[src/rtl/pixel_window_ctrl.sv]
// Raster-scan window controller: counts incoming pixels of a square feature map and
// flags each pixel that completes a KERNEL_SIZE x KERNEL_SIZE window on the stride grid.
module pixel_window_ctrl #(
  parameter int IFM_SIZE    = 28,
  parameter int KERNEL_SIZE = 5,
  parameter int STRIDE      = 1,
  parameter int CNT_WIDTH   = 5
) (
  input  logic                 clk,
  input  logic                 reset,
  input  logic                 start,
  input  logic                 pixel_valid,
  output logic                 busy,
  output logic                 window_valid,
  output logic [CNT_WIDTH-1:0] out_row,
  output logic [CNT_WIDTH-1:0] out_col,
  output logic                 frame_done
);

  typedef enum logic [1:0] {IDLE, RUN, DONE} state_t;

  localparam logic [CNT_WIDTH-1:0] LAST = CNT_WIDTH'(IFM_SIZE - 1);
  localparam logic [CNT_WIDTH-1:0] K1   = CNT_WIDTH'(KERNEL_SIZE - 1);
  localparam logic [CNT_WIDTH-1:0] SM1  = CNT_WIDTH'(STRIDE - 1);
  localparam logic [CNT_WIDTH-1:0] ZERO = '0;
  localparam logic [CNT_WIDTH-1:0] ONE  = CNT_WIDTH'(1);

  state_t state_q, state_d;
  logic [CNT_WIDTH-1:0] row_q, row_d, col_q, col_d;
  logic [CNT_WIDTH-1:0] row_ph_q, row_ph_d, col_ph_q, col_ph_d;
  logic [CNT_WIDTH-1:0] row_idx_q, row_idx_d, col_idx_q, col_idx_d;
  logic [CNT_WIDTH-1:0] out_row_q, out_row_d, out_col_q, out_col_d;
  logic                 window_valid_q, window_valid_d;

  always_ff @(posedge clk) begin
    if (reset) begin
      state_q        <= IDLE;
      row_q          <= '0;
      col_q          <= '0;
      row_ph_q       <= '0;
      col_ph_q       <= '0;
      row_idx_q      <= '0;
      col_idx_q      <= '0;
      out_row_q      <= '0;
      out_col_q      <= '0;
      window_valid_q <= 1'b0;
    end else begin
      state_q        <= state_d;
      row_q          <= row_d;
      col_q          <= col_d;
      row_ph_q       <= row_ph_d;
      col_ph_q       <= col_ph_d;
      row_idx_q      <= row_idx_d;
      col_idx_q      <= col_idx_d;
      out_row_q      <= out_row_d;
      out_col_q      <= out_col_d;
      window_valid_q <= window_valid_d;
    end
  end

  // Phase counters run from the first full-kernel position; phase 0 marks a stride hit
  // and the idx counters carry the matching output-map coordinate.
  always_comb begin
    state_d        = state_q;
    row_d          = row_q;
    col_d          = col_q;
    row_ph_d       = row_ph_q;
    col_ph_d       = col_ph_q;
    row_idx_d      = row_idx_q;
    col_idx_d      = col_idx_q;
    out_row_d      = out_row_q;
    out_col_d      = out_col_q;
    window_valid_d = 1'b0;

    case (state_q)
      IDLE: begin
        if (start) begin
          state_d   = RUN;
          row_d     = ZERO;
          col_d     = ZERO;
          row_ph_d  = ZERO;
          col_ph_d  = ZERO;
          row_idx_d = ZERO;
          col_idx_d = ZERO;
        end
      end
      RUN: begin
        if (pixel_valid) begin
          if (row_q >= K1 && col_q >= K1 && row_ph_q == ZERO && col_ph_q == ZERO) begin
            window_valid_d = 1'b1;
            out_row_d      = row_idx_q;
            out_col_d      = col_idx_q;
          end
          if (col_q == LAST) begin
            col_d     = ZERO;
            col_ph_d  = ZERO;
            col_idx_d = ZERO;
            if (row_q == LAST) begin
              state_d   = DONE;
              row_d     = ZERO;
              row_ph_d  = ZERO;
              row_idx_d = ZERO;
            end else begin
              row_d = row_q + ONE;
              if (row_q >= K1) begin
                if (row_ph_q == SM1) begin
                  row_ph_d  = ZERO;
                  row_idx_d = row_idx_q + ONE;
                end else begin
                  row_ph_d  = row_ph_q + ONE;
                end
              end
            end
          end else begin
            col_d = col_q + ONE;
            if (col_q >= K1) begin
              if (col_ph_q == SM1) begin
                col_ph_d  = ZERO;
                col_idx_d = col_idx_q + ONE;
              end else begin
                col_ph_d  = col_ph_q + ONE;
              end
            end
          end
        end
      end
      DONE: state_d = IDLE;
      default: state_d = IDLE;
    endcase
  end

  assign busy         = (state_q != IDLE);
  assign frame_done   = (state_q == DONE);
  assign window_valid = window_valid_q;
  assign out_row      = out_row_q;
  assign out_col      = out_col_q;

endmodule

[config.mk]
export PLATFORM = sky130hd
export DESIGN_NAME = pixel_window_ctrl
export DESIGN_NICKNAME = d
export VERILOG_FILES = /design/src/rtl/pixel_window_ctrl.sv
export SDC_FILE = /design/constraint.sdc
export NUM_CORES = 1
export LEC_CHECK = 0
export BUFFER_PORTS_ARGS = -buffer_cell sky130_fd_sc_hd__buf_2
export CAP_MARGIN = 10
export CELL_PAD_IN_SITES_DETAIL_PLACEMENT = 1
export CELL_PAD_IN_SITES_GLOBAL_PLACEMENT = 1
export CORE_MARGIN = 10
export CORE_UTILIZATION = 39
export DETAILED_ROUTE_END_ITERATION = 12
export GPL_TIMING_DRIVEN = 0
export PLACE_DENSITY = 0.71
export SETUP_SLACK_MARGIN = 0.5
export SLEW_MARGIN = 20
export SYNTH_ARGS = -nofsm -noshare
export SYNTH_HDL_FRONTEND = slang
export SYNTH_SLANG_ARGS = --single-unit
[constraint.sdc]
create_clock -name clk -period 2.15 [get_ports clk]
set_input_delay 0.1075 -clock clk [delete_from_list [all_inputs] [get_ports clk]]
set_output_delay 0.1075 -clock clk [all_outputs]
set_load 0.05 [all_outputs]
==> flow_summary.json, run 1 <==
{
  "status": "finished clean",
  "cts_sinks": 43,
  "synthTopCellsByArea": "dfxtp_1, a21oi_1, ha_1, nand3_1, o21ai_0",
  "start_util": 0.4012,
  "dieWidth_um": 95.04,
  "postLayoutCellArea_mm2": 0.003127,
  "firstDrtPassIters": 4,
  "synthArstFlopShare": 0,
  "grt_first_pass_wirelength_um": 11270,
  "synthAdderAreaFrac": 0.05698,
  "drt_iter0_drc": 116,
  "synth_seq_cells": 43,
  "fp.dieH_um": 95.04,
  "yosysTopAreaCell": "dfxtp_1",
  "cts_tree": "built",
  "hold_start": "start",
  "ios": 17,
  "synth-xor-area-share": 0.02393,
  "drtAntennaViolNets": 0,
  "rsz0062_at_grt": "yes",
  "antenna_found_initial": 0,
  "hold_depth": 3,
  "insertion_delay_ns": 0.30,
  "ys_seq_area_frac": 0.3920,
  "max_slew.worst_pin.slew_ns": 0.6762,
  "crit_family": "simple AND/OR/NAND/NOR gates",
  "maxSlewHeadroom": 0.5492,
  "yosys.cell_types.count": 37,
  "worstPathMaxFanout": 7,
  "syn-num-nets": 278,
  "track_usage": 0.1526,
  "dpl-instance-area_mm2": 0.002402,
  "r2r_slack_ns": 0.34,
  "drt-vias-per-instance": 5.808,
  "setup_viol": 0,
  "drive_above_1_share": 0.3851,
  "worst_setup_path_end_kind": "register",
  "post-route-period-util": 0.8406,
  "r2r_end": "col_idx_q[0]",
  "finalSetupTns_ns": 0,
  "dieArea_mm2": 0.009032,
  "path_class": "reg2reg",
  "cts_hold_buf": 0,
  "yosys.area.top_type_share": 0.3920,
  "cts_root_buffer": "clkbuf_8",
  "synth_compound_area_frac": 0.2034,
  "grt_pass1_vias": 2277,
  "path_buf_inv": 1,
  "htreeDepth": 2,
  "synth_top_flop_cell": "dfxtp_1",
  "yosysMostFrequentCell": "dfxtp_1",
  "worstReg2RegStart": "state_q[0]",
  "startpoint_type": "register",
  "postSynthCellCount": 264,
  "period_needed_ns": 1.807,
  "syn_to_final_growth_pct": 42.39,
  "synthTopCellsByCount": "dfxtp_1, a21oi_1, nand3_1, clkbuf_1, o21ai_0",
  "critPathSlowestCell": "or4_1",
  "yosys_warnings": 0,
  "vias": 2213,
  "gp_congestion": 0.7697,
  "cts_inserted_buffers": 5,
  "synth_simple_gate_area_share": 0.2650,
  "irDropWorstVdd_mv": 0.3265,
  "powerDensity_mw_per_mm2": 565.9,
  "dp_hpwl_um": 4426,
  "n_antenna_cell": 0,
  "rows": 27,
  "p_leak_nw": 1.113,
  "min_to": "state_q[0]",
  "synth_top_family_by_area": "simple AND/OR/NAND/NOR gates",
  "fill_cells": 627,
  "cts_buffer_depth": 2,
  "crit_required_ns": 2.37,
  "port_buffers": 16,
  "cp_slowest_stage_delay_ns": 0.51,
  "fmax_mhz": 553.3,
  "core_mm2": 0.005473,
  "drc": 0,
  "fin_nets": 322,
  "skew_ns": 0.01146,
  "crit_arrival_ns": 2.03,
  "synth_enable_flop_cells": 0,
  "grt-ovfl-total": 0,
  "muxShareOfSynthArea": 0.004558,
  "syn_avg_cell_area_um2": 8.318,
  "max_cap_violations": 0,
  "wl_um": 7185,
  "grt_max_degree": 15,
  "rr_worst_depth": 5,
  "crit_path_cell_trace": "mux2i_2 -> or3_4 -> buf_6 -> or4_1 -> a21oi_1",
  "drt-wirelength-per-cell_um": 18.86,
  "netlist_area_mm2": 0.002196,
  "hp-class": "in2reg",
  "hold_viol_final": 0,
  "clk_pin_slew_ns": 0.09,
  "slew_violations": 0
}
==> flip-flops by register name, summed over array words and instances, names as in the netlist <==
name,flops
col_idx_q,5
col_ph_q,5
col_q,5
out_col,5
out_row,5
row_idx_q,5
row_ph_q,5
row_q,5
state_q,2
window_valid,1
==> worst register-to-register path, cell delays in order, from the launching register on <==
cell and delay [ns]:
dfxtp_4 0.37, mux2i_2 0.17, or3_4 0.38, buf_6 0.15, or4_1 0.51, a21oi_1 0.16
==> placed cells by master (no fill, tap or decap), types with 4 or more instances in the layout <==
cell	n
a21oi_1	22
nor3_1	8
nor2_1	8
buf_4	18
dfxtp_1	32
buf_6	7
nand4_1	11
nand2_1	13
dfxtp_4	4
dfxtp_2	7
o21ai_0	10
ha_4	4
nand3_1	19
xnor2_1	6
clkbuf_1	6
ha_1	6
clkbuf_8	7
buf_2	16
inv_1	8
o21ai_1	7
==> layer usage <==
layer / GRT usage / wire, µm
met5: 0 / 0
met4: 0.04239 / 86
met3: 0.03221 / 240
met2: 0.2592 / 3549
met1: 0.1910 / 3308
==> logic make-up (layout without fill, tap and decap cells) <==
group | after synthesis | count (layout)
flops | 43 | 43
simple gates | 101 | 101
fa+ha+maj | 10 | 10
buf+inv | 31 | 76
mux | 1 | 1
compound gates | 72 | 72
xor+xnor | 6 | 6
==> timing repair <==
action                     CTS  global route
gates resized for setup     46            78
setup endpoints to repair   42            42
setup buffers               10            11
pin swaps                    4            21
==> worst max-delay path by stage <==
| stage | start | end | slack, ns | cells after the start |
|---|---|---|---|---|
| floorplan | col_q[1] | col_idx_q[0] | 0.52 | 7 |
| global placement | col_q[2] | col_idx_q[1] | 0.11 | 6 |
| detailed placement | col_q[2] | col_idx_q[1] | 0.07 | 6 |
| CTS | state_q[0] | col_idx_q[3] | 0.41 | 5 |
| global route | state_q[0] | col_idx_q[0] | 0.31 | 5 |
| finish | state_q[0] | col_idx_q[0] | 0.34 | 5 |
==> metrics by stage <==
| step | power (W) | util | setup slack [ns] | hold slack [ns] | instances |
|---|---|---|---|---|---|
| global placement | 0.001033 | 0.4390 | 0.1059 | 0.3706 | 352 |
| global route | 0.001838 | 0.5713 | 0.3123 | 0.08356 | 381 |
| detailed placement | 0.001034 | 0.4390 | 0.06915 | 0.3767 | 352 |
| finish | 0.001769 | 0.5713 | 0.3427 | 0.07040 | 381 |
| floorplan | 0.0009686 | - | 0.5156 | 0.2404 | 264 |
| CTS | 0.001723 | 0.5048 | 0.4064 | 0.06137 | 370 |
==> final cells by class <==
cell class	count	area (µm²)	area share
clock inverter	3	43.79	0.01401
buffer	19	162.7	0.05202
timing repair buffer	37	261.5	0.08363
multi-input combinational	190	1568	0.5014
inverter	12	47.55	0.01521
clock buffer	5	68.82	0.02201
tap	72	90.09	0.02881
sequential	43	884.6	0.2829
==> where the power goes <==
group	switching (W)	internal (W)	total (W)	leakage (nW)
combinational	0.000201	0.000103	0.000304	0.701
clock	0.000307	0.000346	0.000653	0.0581
sequential	0.0000122	0.000801	0.000813	0.353
total	0.000519	0.00125	0.00177	1.11
No activity file was read; power rests on OpenSTA's default activity.
==> run 2: changes to the inputs <==
ABC_AREA = 1   (was default)
PLACE_DENSITY = 0.73   (was 0.71)
clock period = 1.7 ns   (was 2.15 ns; I/O delays follow)
==> run 2 against run 1 <==
- first-iteration DRC count increased by 20%
- critical path depth unchanged
- routed wire length increased by 52%
- largest power group is now combinational cells
==> flow_summary.json, run 2 <==
{
  "status": "finished clean",
  "dieWidth_um": 95.85,
  "n_antenna_cell": 0,
  "port_buffers": 16,
  "htreeDepth": 2,
  "combPwrFrac": 0.437,
  "clk_pin_slew_ns": 0.10,
  "yosysMostFrequentCell": "nand2_1",
  "start_util": 0.4049,
  "power_frac_seq": 0.312,
  "layout_common_cells": "nand2_1, nor2_1, buf_4, dfxtp_1, inv_1",
  "yosys.area.top_type_share": 0.3837,
  "critPathLaunch": "reset",
  "syn_to_final_growth_pct": 66.59,
  "worst_setup_path_end_kind": "register",
  "ys_seq_area_frac": 0.3837,
  "finalSetupTns_ns": 0,
  "post-route-util": 0.6746,
  "r2r_slack_ns": 0.11,
  "cts_buffer_depth": 2,
  "power.internal_w": 0.002317,
  "hold_viol_final": 0,
  "yosys.cell_types.count": 28,
  "drt-vias-per-instance": 5.597,
  "cts_root_buffer": "clkbuf_8",
  "fin_nets": 410,
  "synth_seq_cells": 43,
  "synthTopCellsByCount": "nand2_1, nor2_1, dfxtp_1, inv_1, nand3_1",
  "ios": 17,
  "dp_hpwl_um": 4419,
  "skew_ns": 0.01097,
  "track_usage": 0.1926,
  "gp_congestion": 0.8023,
  "hp-class": "in2reg",
  "wl_um": 10900,
  "swShare": 0.3898,
  "maxSlewHeadroom": 0.4378,
  "crit_required_ns": 1.94,
  "grt_first_pass_wirelength_um": 13970,
  "synth_enable_flop_cells": 0,
  "syn-num-nets": 333,
  "power_switching_w": 0.001480,
  "r2r_end": "col_idx_q[2]",
  "max_slew.worst_pin.slew_ns": 0.8433,
  "post-route-period-util": 0.9623,
  "fp.dieH_um": 95.85,
  "postSynthCellCount": 319,
  "drt-wirelength-per-cell_um": 23.23,
  "firstDrtPassIters": 4,
  "drtAntennaViolNets": 0,
  "synthArstFlopShare": 0,
  "cts_inserted_buffers": 5,
  "crit_arrival_ns": 1.88,
  "period_needed_ns": 1.636,
  "regArea_um2": 884.6,
  "setup_viol": 0,
  "synth_top_flop_cell": "dfxtp_1",
  "hold_slack_ns": 0.08236,
  "finalPower_w": 0.003797,
  "powerDensity_mw_per_mm2": 1016,
  "cts_sinks": 43,
  "clockPowerShare": 0.251,
  "netlist_area_mm2": 0.002243,
  "drive_above_1_share": 0.5113,
  "rows": 27,
  "worstSetupEndpoint": "state_q[0]",
  "worstPathMaxFanout": 10,
  "path_class": "in2reg",
  "cts_tree": "built",
  "rr_worst_depth": 8,
  "fill_cells": 643,
  "dieArea_mm2": 0.009186,
  "irDropWorstVdd_mv": 0.7053,
  "grt_pass1_vias": 2694,
  "p_leak_nw": 1.558,
  "grt-ovfl-total": 0,
  "antenna_found_initial": 0,
  "syn_avg_cell_area_um2": 7.033,
  "multiInputGateArea_mm2": 0.001782,
  "max_cap_violations": 0,
  "worstReg2RegStart": "state_q[0]",
  "layout_commonest_cell": "nand2_1",
  "vias": 2625,
  "drt_iter0_drc": 139,
  "yosys_warnings": 0,
  "grt_max_degree": 14,
  "rsz0062_at_grt": "yes",
  "insertion_delay_ns": 0.32,
  "fmax_mhz": 611.3,
  "slew_violations": 0,
  "core_mm2": 0.005540,
  "drc": 0,
  "yosysTopAreaCell": "dfxtp_1",
  "startpoint_type": "primary input",
  "synthTopCellsByArea": "dfxtp_1, nand2_1, nor2_1, inv_1, ha_1",
  "cts_hold_buf": 0
}
[run 2: final cells by class]
class,instances,area share
repair buffers,69,0.1594
inverters,41,0.05624
well taps,72,0.02410
clock buffers,7,0.02611
flip-flops and latches,43,0.2367
multi-input cells,231,0.4767
plain buffers,5,0.01272
clock inverters,1,0.008035
[run 2: worst min-delay path by stage]
stage                      from      endpoint  cells past startpoint
after floorplan           reset  col_idx_q[3]                      1
after global placement    reset      row_q[2]                      2
after detailed placement  reset      row_q[2]                      2
after CTS                 reset      row_q[2]                      2
after global routing      reset      row_q[2]                      2
final                     reset      row_q[2]                      2
[run 2: metal layers]
metal | vias up | global-route usage | wire length [µm]
met1 | 1316 | 0.2040 | 4452
met5 | - | 0 | 0
met2 | 87 | 0.3742 | 5589
met3 | 33 | 0.03191 | 468
met4 | 0 | 0.06265 | 384
li1 | 1189 | - | -
[run 2: worst max-delay path, stage by stage]
cell	delay, ns
buf_2	0.19
inv_1	0.40
buf_1	0.69
o21ai_0	0.29
a31oi_1	0.22
[run 2: cell families (layout without fill, tap and decap cells)]
logic type | after synthesis | in the layout | synth area share
AO/OA/AOI/OAI | 43 | 43 | 0.09872
flip-flops | 43 | 43 | 0.3837
XOR/XNOR | 9 | 9 | 0.03514
AND/OR/NAND/NOR | 168 | 169 | 0.3480
buffers and inverters | 46 | 123 | 0.07864
adder cells (fa/ha/maj) | 10 | 10 | 0.05577
[run 2: power by group through the flow]
stage          Sequential (W)  Clock (W)  Combinational, W
6_report              0.00118   0.000953           0.00166
5_1_grt               0.00120   0.000990           0.00175
4_1_cts               0.00117   0.000918           0.00129
3_5_place_dp          0.00120          0          0.000761
3_3_place_gp          0.00119          0          0.000744
2_1_floorplan         0.00117          0          0.000601
[run 2: through the flow]
| stage | worst slack, ns | cells | instance area (µm²) |
|---|---|---|---|
| final | 0.06408 | 469 | 3737 |
| after global routing | 0.05832 | 469 | 3737 |
| after CTS | 0.2770 | 453 | 3411 |
| after detailed placement | 0.02579 | 407 | 2570 |
| after global placement | 0.04019 | 407 | 2570 |
| after floorplan | 0.3415 | 319 | 2400 |
[run 2: timing repair]
action / CTS / global route
pin swaps: 39 / 33
endpoints found under the setup margin: 44 / 45
gates cloned: 3 / 0
setup buffers: 35 / 16
gates resized for setup: 116 / 56
==> run 3: changes to the inputs <==
PLACE_DENSITY = default   (was 0.73)
PLACE_DENSITY_LB_ADDON = 0.1   (was default)
==> run 3 against run 2 <==
- die area stayed put
- maximum frequency is 5.3% higher
- worst hold slack got worse by 0.0025 ns
- register-to-register slack improved by 0.04 ns
- clock power down 29%
- first-iteration DRC count decreased by 22%
- sequential power hardly changed
- total power decreased by 9.8%
- flip-flop and latch count is the same
- utilization is 2.1 points lower
- critical path type is now reg2reg
- largest power group unchanged
==> flow_summary.json, run 3 (synthesis gave the netlist of run 2 again) <==
{
  "status": "finished clean",
  "hp-class": "in2reg",
  "syn_to_final_growth_pct": 61.52,
  "crit_required_ns": 1.93,
  "port_buffers": 16,
  "critPathSlowestCell": "dfxtp_4",
  "vias": 2488,
  "ios": 17,
  "clockPowerShare": 0.199,
  "rows": 27,
  "fmax_mhz": 643.7,
  "combPwrFrac": 0.456,
  "cts_inserted_buffers": 5,
  "finalSetupTns_ns": 0,
  "critPathMostFrequentCell": "buf_6",
  "slew_violations": 0,
  "p_leak_nw": 1.475,
  "power_switching_w": 0.001403,
  "grt_first_pass_wirelength_um": 11780,
  "cts_buffer_depth": 2,
  "firstDrtPassIters": 4,
  "irDropWorstVdd_mv": 0.5133,
  "hold_viol_final": 0,
  "worstPathMaxFanout": 5,
  "max_slew.worst_pin.slew_ns": 0.5889,
  "insertion_delay_ns": 0.31,
  "fin_nets": 401,
  "drt-vias-per-instance": 5.409,
  "rr_worst_depth": 8,
  "layout_common_cells": "nor2_1, nand2_1, dfxtp_1, inv_1, buf_4",
  "cts_tree": "built",
  "worstReg2RegStart": "col_q[0]",
  "crit_path_cell_trace": "ha_4 -> nand4_1 -> buf_6 -> nand2_8 -> buf_6 -> nor2_2 -> nand3_1 -> a21oi_1",
  "swShare": 0.4093,
  "r2r_end": "col_ph_q[1]",
  "rsz0062_at_grt": "yes",
  "antenna_found_initial": 0,
  "track_usage": 0.1608,
  "crit_arrival_ns": 1.79,
  "grt_pass1_vias": 2430,
  "hold_slack_ns": 0.07990,
  "drt-wirelength-per-cell_um": 20.52,
  "crit_family": "simple AND/OR/NAND/NOR gates",
  "grt_max_degree": 14,
  "max_cap_violations": 0,
  "path_buf_inv": 2,
  "dieArea_mm2": 0.009186,
  "critPathLaunch": "col_q[0]",
  "path_class": "reg2reg",
  "maxSlewHeadroom": 0.6074,
  "cts_hold_buf": 0,
  "setup_viol": 0,
  "skew_ns": 0.01244,
  "drtAntennaViolNets": 0,
  "worst-path-stages": 8,
  "drc": 0,
  "drt_iter0_drc": 109,
  "core_mm2": 0.005540,
  "power_frac_seq": 0.346,
  "r2r_slack_ns": 0.15,
  "wl_um": 9440,
  "dieWidth_um": 95.85,
  "grt-ovfl-total": 0,
  "post-route-period-util": 0.9139,
  "clk_pin_slew_ns": 0.10,
  "drive_above_1_share": 0.4923,
  "cts_root_buffer": "clkbuf_8",
  "layout_commonest_cell": "nor2_1",
  "dp_hpwl_um": 4456,
  "start_util": 0.4049,
  "n_antenna_cell": 0,
  "powerDensity_mw_per_mm2": 945.6,
  "worstSetupEndpoint": "col_ph_q[1]",
  "post-route-util": 0.6540,
  "gp_congestion": 0.7791,
  "period_needed_ns": 1.554,
  "cts_sinks": 43,
  "fp.dieH_um": 95.85,
  "cp_slowest_stage_delay_ns": 0.37,
  "htreeDepth": 2,
  "power.internal_w": 0.002024,
  "worst_setup_path_end_kind": "register",
  "startpoint_type": "register"
}
[run 3: cell types whose count changed in the layout (fill, tap and decap cells not counted), sizes merged]
cell	before	now
buf	70	60
bufinv	1	0
clkbuf	11	10
clkinv	2	3
clkinvlp	1	2
nand3	26	27
[run 3: worst reg2reg max path, cell delays in order (launching register included)]
cell and delay (ns):
dfxtp_4 0.37, ha_4 0.16, nand4_1 0.09, buf_6 0.13
nand2_8 0.07, buf_6 0.13, nor2_2 0.19, nand3_1 0.15
a21oi_1 0.17
[run 3: worst min path at each step]
stage / start / endpoint / slack [ns] / cells after the start
4_1_cts: reset / col_idx_q[3] / 0.06 / 2
2_1_floorplan: reset / col_idx_q[3] / 0.15 / 1
6_report: reset / col_idx_q[3] / 0.08 / 2
5_1_grt: reset / col_idx_q[3] / 0.08 / 2
3_5_place_dp: reset / row_q[2] / 0.38 / 2
3_3_place_gp: reset / row_q[2] / 0.37 / 2
[run 3: repair_timing]
| item | in CTS | in global routing |
|---|---|---|
| buffers inserted | 26 | 15 |
| hold endpoints to repair | 0 | 0 |
| endpoints found under the setup margin | 44 | 45 |
| pin swaps | 24 | 41 |
| resized for setup | 79 | 88 |
| gates cloned | 3 | 1 |
[run 3: final cells by class]
class / instances / area, µm²
fillers: 646 / 1917
repair buffers: 59 / 505.5
clock inverters: 2 / 12.51
multi-input cells: 232 / 1812
inverters: 41 / 210.2
flip-flops and latches: 43 / 882.1
plain buffers: 5 / 38.79
clock buffers: 6 / 72.57
well taps: 72 / 90.09
[run 3: through the flow]
step | cells | setup slack, ns | total power, W | cell area, µm²
5_1_grt | 460 | 0.07601 | 0.003598 | 3623
3_5_place_dp | 407 | 0.05314 | 0.001955 | 2570
6_report | 460 | 0.1464 | 0.003426 | 3623
4_1_cts | 444 | 0.2695 | 0.002959 | 3149
3_3_place_gp | 407 | 0.05510 | 0.001933 | 2570
2_1_floorplan | 319 | 0.3415 | 0.001774 | 2400
[run 3: per-layer routing]
metal | global-route usage | share of wire | vias to the layer above
met5 | 0 | 0 | -
met4 | 0.04300 | 0.031 | 0
met3 | 0.03424 | 0.032 | 28
met2 | 0.2895 | 0.54 | 55
met1 | 0.1877 | 0.39 | 1227
li1 | - | - | 1178
[run 3: power by group through the flow]
stage	sequential, W	clock, W	combinational (W)
global route	0.00120	0.000728	0.00167
finish	0.00118	0.000680	0.00156
detailed placement	0.00119	0	0.000762
global placement	0.00119	0	0.000745
floorplan	0.00117	0	0.000601
CTS	0.00118	0.000685	0.00109
